===== config.mk =====
export PLATFORM = sky130hd
export DESIGN_NAME = recovery_lockin_controller
export DESIGN_NICKNAME = d
export VERILOG_FILES = /design/src/rtl/recovery_lockin_controller.sv
export SDC_FILE = /design/constraint.sdc
export NUM_CORES = 1
export LEC_CHECK = 0
export BUFFER_PORTS_ARGS = -buffer_cell sky130_fd_sc_hd__buf_2
export CORE_UTILIZATION = 30
export DETAILED_ROUTE_END_ITERATION = 16
export GPL_TIMING_DRIVEN = 1
export PLACE_DENSITY = 0.61
export SYNTH_ARGS = -nofsm -noshare
export SYNTH_HDL_FRONTEND = slang
export SYNTH_SLANG_ARGS = --single-unit
export TNS_END_PERCENT = 30

===== constraint.sdc =====
create_clock -name clk_i -period 2.52 [get_ports clk_i]
set_clock_uncertainty 0.2 [all_clocks]
set_input_delay 0.504 -clock clk_i [delete_from_list [all_inputs] [get_ports clk_i]]
set_output_delay 0.504 -clock clk_i [all_outputs]
set_load 0.05 [all_outputs]

===== src/rtl/recovery_lockin_controller.sv =====
// Clock-recovery lock-in sequencer: times primary events, qualifies a candidate rate, publishes lock.
// Optional feature macro RECOVERY_LOCKIN_TRACKING_EN: while locked, every clean event reloads the rate.

package clks_alot_p;
  parameter int unsigned RATE_COUNTER_WIDTH = 8;
endpackage

module recovery_lockin_controller #(
  parameter int unsigned LOCKIN_COUNT_WIDTH    = 4,
  parameter int unsigned VIOLATION_COUNT_WIDTH = 4
) (
  input  logic                                      clk_i,
  input  logic                                      rst_n_i,
  input  logic                                      enable_i,
  input  logic                                      clear_i,
  input  logic                                      primary_event_i,
  input  logic                                      positive_drift_violation_i,
  input  logic                                      negative_drift_violation_i,
  input  logic [LOCKIN_COUNT_WIDTH-1:0]             lockin_count_i,
  input  logic [VIOLATION_COUNT_WIDTH-1:0]          violation_limit_i,
  output logic [clks_alot_p::RATE_COUNTER_WIDTH-1:0] pending_rate_o,
  output logic [clks_alot_p::RATE_COUNTER_WIDTH-1:0] validated_rate_o,
  output logic                                      rate_locked_in_o,
  output logic                                      rate_update_o,
  output logic                                      lock_lost_o,
  output logic [1:0]                                state_o
);

  localparam int unsigned RW = clks_alot_p::RATE_COUNTER_WIDTH;
  localparam int unsigned LW = LOCKIN_COUNT_WIDTH;
  localparam int unsigned VW = VIOLATION_COUNT_WIDTH;

  typedef enum logic [2:0] {
    StIdle,
    StAcquire,
    StSeed,
    StMeasure,
    StLocked
  } state_e;

  state_e        state_q, state_d;
  logic [RW-1:0] rate_q, rate_d;
  logic [RW-1:0] valid_q, valid_d;
  logic [LW-1:0] match_q, match_d;
  logic [VW-1:0] viol_cnt_q, viol_cnt_d;
  logic          locked_q, locked_d;
  logic          update_q, update_d;
  logic          lost_q, lost_d;

  logic          viol;
  logic          rate_sat;
  logic [LW:0]   match_inc;
  logic [LW:0]   lockin_eff;
  logic [VW:0]   viol_inc;
  logic [VW:0]   limit_eff;

  assign viol      = primary_event_i & (positive_drift_violation_i | negative_drift_violation_i);
  assign rate_sat  = &rate_q;
  // One extra bit so a full-scale threshold cannot be missed by wrap-around.
  assign match_inc = {1'b0, match_q} + (LW + 1)'(1);
  assign viol_inc  = {1'b0, viol_cnt_q} + (VW + 1)'(1);
  assign lockin_eff = (lockin_count_i == '0) ? (LW + 1)'(1) : {1'b0, lockin_count_i};
  assign limit_eff  = (violation_limit_i == '0) ? (VW + 1)'(1) : {1'b0, violation_limit_i};

  // Rate counter: restarts at 1 on each event, saturates instead of wrapping.
  always_comb begin
    rate_d = rate_q;
    if (!enable_i || clear_i || (state_q == StIdle)) begin
      rate_d = '0;
    end else if (primary_event_i) begin
      rate_d = RW'(1);
    end else if (!rate_sat) begin
      rate_d = rate_q + RW'(1);
    end
  end

  always_comb begin
    state_d    = state_q;
    match_d    = match_q;
    viol_cnt_d = viol_cnt_q;
    valid_d    = valid_q;
    locked_d   = locked_q;
    update_d   = 1'b0;
    lost_d     = 1'b0;

    if (!enable_i) begin
      state_d    = StIdle;
      match_d    = '0;
      viol_cnt_d = '0;
      valid_d    = '0;
      locked_d   = 1'b0;
    end else if (clear_i) begin
      state_d    = StIdle;
      match_d    = '0;
      viol_cnt_d = '0;
      valid_d    = '0;
      locked_d   = 1'b0;
    end else begin
      case (state_q)
        StIdle: begin
          state_d = StAcquire;
        end

        // The first event has no reference edge, so its count is thrown away.
        StAcquire: begin
          if (primary_event_i) begin
            state_d = StSeed;
          end
        end

        StSeed: begin
          if (primary_event_i) begin
            valid_d  = rate_q;
            update_d = 1'b1;
            match_d  = '0;
            state_d  = StMeasure;
          end
        end

        StMeasure: begin
          if (primary_event_i) begin
            if (viol) begin
              valid_d  = rate_q;
              update_d = 1'b1;
              match_d  = '0;
            end else if (match_inc >= lockin_eff) begin
              state_d    = StLocked;
              locked_d   = 1'b1;
              match_d    = '0;
              viol_cnt_d = '0;
            end else begin
              match_d = match_inc[LW-1:0];
            end
          end else if (rate_sat) begin
            state_d    = StAcquire;
            match_d    = '0;
            viol_cnt_d = '0;
          end
        end

        StLocked: begin
          if (primary_event_i) begin
            if (viol) begin
              if (viol_inc >= limit_eff) begin
                lost_d     = 1'b1;
                locked_d   = 1'b0;
                viol_cnt_d = '0;
                state_d    = StSeed;
              end else begin
                viol_cnt_d = viol_inc[VW-1:0];
              end
            end else begin
              viol_cnt_d = '0;
`ifdef RECOVERY_LOCKIN_TRACKING_EN
              valid_d  = rate_q;
              update_d = 1'b1;
`else
              valid_d  = valid_q;
`endif
            end
          end else if (rate_sat) begin
            lost_d     = 1'b1;
            locked_d   = 1'b0;
            match_d    = '0;
            viol_cnt_d = '0;
            state_d    = StAcquire;
          end
        end

        default: begin
          state_d    = StIdle;
          match_d    = '0;
          viol_cnt_d = '0;
          locked_d   = 1'b0;
        end
      endcase
    end
  end

  always_ff @(posedge clk_i or negedge rst_n_i) begin
    if (!rst_n_i) begin
      state_q    <= StIdle;
      rate_q     <= '0;
      valid_q    <= '0;
      match_q    <= '0;
      viol_cnt_q <= '0;
      locked_q   <= 1'b0;
      update_q   <= 1'b0;
      lost_q     <= 1'b0;
    end else begin
      state_q    <= state_d;
      rate_q     <= rate_d;
      valid_q    <= valid_d;
      match_q    <= match_d;
      viol_cnt_q <= viol_cnt_d;
      locked_q   <= locked_d;
      update_q   <= update_d;
      lost_q     <= lost_d;
    end
  end

  // MEASURE and LOCKED share a debug code; rate_locked_in_o tells them apart.
  always_comb begin
    state_o = 2'd0;
    case (state_q)
      StAcquire:           state_o = 2'd1;
      StSeed:              state_o = 2'd2;
      StMeasure, StLocked: state_o = 2'd3;
      default:             state_o = 2'd0;
    endcase
  end

  assign pending_rate_o   = rate_q;
  assign validated_rate_o = valid_q;
  assign rate_locked_in_o = locked_q;
  assign rate_update_o    = update_q;
  assign lock_lost_o      = lost_q;

endmodule


==> results by group <==
CTS
  – CTS root buffer: clkbuf_8
  – Setup bufs post-CTS: 0
  – CTS tree: yes
  – CTS buffer count: 5
  – CTS Sinks: 30
  – Maximum clock path buffer count: 2
  – Clk_lat worst skew: 0.29 ns
  – Clock transition at the registers of the reported paths: roughly 0.070 ns
  – CTS hold repair buffers: 0
  – # H-tree levels: 2

Logic synthesis
  – Post-synth EDFFs: 0
  – Synth top area cells: dfrtp_1, ha_1, mux2i_1
  – Syn avg cell area: about 9.4 µm²
  – Share of the synthesized area in the top cell type: 38.5%
  – Yosys top cell by area: dfrtp_1
  – Synth Flop Type: dfrtp_1
  – Cell Area, Synth: 0.00195 mm²
  – FF+latch count, synth: 30
  – Syn_nets: about 230
  – Synth warn: 0
  – Ys async rst share: 100%
  – Unique masters post-synth: 46
  – Seq/Total Area, Yosys: around two fifths
  – Post-Synthesis Cells: 208

Critical path
  – Setup Crit Path Kind: register to register
  – Crit. End Element: register
  – Ordered list of cells on the worst path: ha_2 > nor2b_1 > or2_4 > ha_4 > nand2_1 > o21ai_4 > a311oi_4 > or2_1 > mux2_2
  – Critical Path AT: roughly 2.5 ns
  – Crit path max fanout: 3
  – Worst setup SP type: register
  – CP max stage delay: approximately 0.4 ns
  – Bufs and invs on worst path: 0
  – Family with the most delay on the worst path: simple AND/OR/NAND/NOR gates
  – Critical path's slowest cell: dfrtp_1
  – WP data required: ~2.5 ns

Die
  – Initial core utilization: 30.9%
  – Core Area: 0.00631 mm²
  – DIE HEIGHT: 82.6 µm
  – # IOs: 36
  – Die ar.: 0.00682 mm²
  – Cell row count: 29
  – Die Wd: roughly 83 µm

Detailed routing
  – Via density: about 5.0
  – Drt pass-1 iters: 4
  – Final WL: 4.38 mm
  – Via count: 1657
  – Initial DRC Count: around 100
  – Routed wire per std cell: 13.1 µm
  – Drt drc: 0
  – Final ANT Viol Nets: 0

GRT
  – Largest net degree at the start of global routing: 31
  – Initial antenna violation count: 0
  – Vias in the first global route: 1492
  – Total grt overflow: 0
  – First-pass GRT wire length: 7.13 mm
  – Global Route Usage Sum: between 10% and 20%

Final layout
  – Fin area: 0.00244 mm²
  – Inserted Diodes: 0
  – Multi-input gate area: around 0.0012 mm²
  – Layout cells sized above 1: 32.4%
  – Register Area: 751 µm²
  – Fillers: 670
  – Final instance count without filler cells: approximately 330
  – P&R area growth vs syn: 25.2%
  – Final #Nets: 281

Timing
  – Final setup TNS: 0 ns
  – Endpoints failing hold: 0
  – Period utilisation layout: 98.0%
  – Slew @ Worst Pin: 0.686 ns
  – FMAX: between 400 and 500 MHz
  – Tightest hold margin: about 0.051 ns
  – Slew Viols, Final: 0
  – # setup viols final: 0
  – Worst slew margin: 54.3%
  – Fin crit period: 2.47 ns
  – RSZ-0062 raised after global routing: yes
  – Worst Setup Slack, final: 0.0494 ns

Pwr
  – Pwr Density: 417 mW/mm²
  – VDD IR max: approximately 0.00016 V
  – Leak Pwr: 0.00119 µW

Place
  – Number of buffer cells added on primary ports: 35
  – Dpl ws: 0.00763 ns
  – Post-DP Area: roughly 0.0023 mm²
  – Post-DP HPWL: between 3 and 4 mm
  – Placer Congestion: 0.790
  – Dpl cells: roughly 330

Flow run
  – Max-cap violation count: 0

Hold path
  – HP Class: input port to asynchronous set/reset pin

Outcome
  – Outcome: finished, final reports clean
## sequential cells by signal (all words and copies together), names as in the netlist
name,cells
validated_rate_o,8
rate_locked_in_o,1
viol_cnt_q,4
pending_rate_o,8
state_q,3
match_q,4
rate_update_o,1
lock_lost_o,1
## cells in the mapped netlist (5+ instances only)
cell     number
buf_2         5
nor2b_1       6
a21oi_1      10
nor2_1       14
mux2i_1       9
ha_1         11
nand2_1      21
xnor2_1       9
inv_1        11
dfrtp_1      30
o21ai_0      10
nor3_1        6
## path summary, 6_finish.rpt
kind	startpoint	endpoint	depth (start not counted)	slack, ns
setup reg to reg	match_q[1]	viol_cnt_q[0]	9	0.05
setup / recovery	match_q[1]	viol_cnt_q[0]	9	0.05
hold reg to reg	rate_locked_in_o	rate_locked_in_o	1	0.31
max in group asynchronous	rst_n_i	match_q[1]	1	1.62
hold / removal	rst_n_i	pending_rate_o[0]	1	0.05
min in group clk_i	rate_locked_in_o	rate_locked_in_o	1	0.31
## repair_timing
action                     in CTS  in global routing
setup endpoints to repair       2                 11
pin swaps                       1                  2
resized for setup               1                  5
cloned                          0                  0
## cells in the final DEF (no fill, tap or decap), drive strengths merged, types with 6 or more instances in the layout
| cell | netlist | routed |
|---|---|---|
| o21ai | 13 | 13 |
| nor2 | 14 | 14 |
| a21oi | 10 | 10 |
| or2 | 9 | 9 |
| ha | 11 | 11 |
| mux2i | 9 | 9 |
| buf | 7 | 50 |
| clkbuf | 3 | 6 |
| xnor2 | 9 | 9 |
| dfrtp | 30 | 30 |
| nand2 | 21 | 21 |
| inv | 11 | 11 |
| nor3 | 7 | 7 |
| nor2b | 6 | 6 |
## through the flow
stage / utilization (%) / power [µW]
after floorplan: - / 561
after global placement: 36.6 / 604
after detailed placement: 36.6 / 604
after CTS: 38.1 / 1030
after global routing: 38.6 / 1060
final: 38.6 / 1020
## final cells by class
type                    count  area share [%]
clock buffers               6            3.38
clock inverters             2           0.513
inverters                  11            1.69
multi-input cells         157            47.8
flip-flops and latches     30            30.8
well taps                  77            3.95
repair buffers             50            11.9
## power by group
part | switching [µW] | leakage [µW] | internal [µW] | total [µW]
Combinational | 69.0 | 0.000724 | 40.1 | 109
Sequential | 5.05 | 0.000418 | 484 | 489
Clock | 199 | 0.0000472 | 219 | 418
Total | 273 | 0.00119 | 743 | 1020
## kinds of logic (layout without fill, tap and decap cells)
family | after synthesis | count (layout) | share of synthesized area (%)
compound gates | 50 | 50 | 19.8
xor+xnor | 10 | 10 | 4.49
fa+ha+maj | 11 | 11 | 7.06
buf+inv | 21 | 69 | 5.13
flops | 30 | 30 | 38.5
mux | 10 | 10 | 5.20
simple gates | 76 | 76 | 19.8
## layer usage
layer  global-route usage, %  share of wire, %  up-vias
li1                        -                 -      837
met1                    18.4                49      769
met2                    22.5                45       44
met3                    4.18               5.2        7
met4                    4.14               1.0        0
met5                       0                 0        -
(Power assumes the default switching activity.)
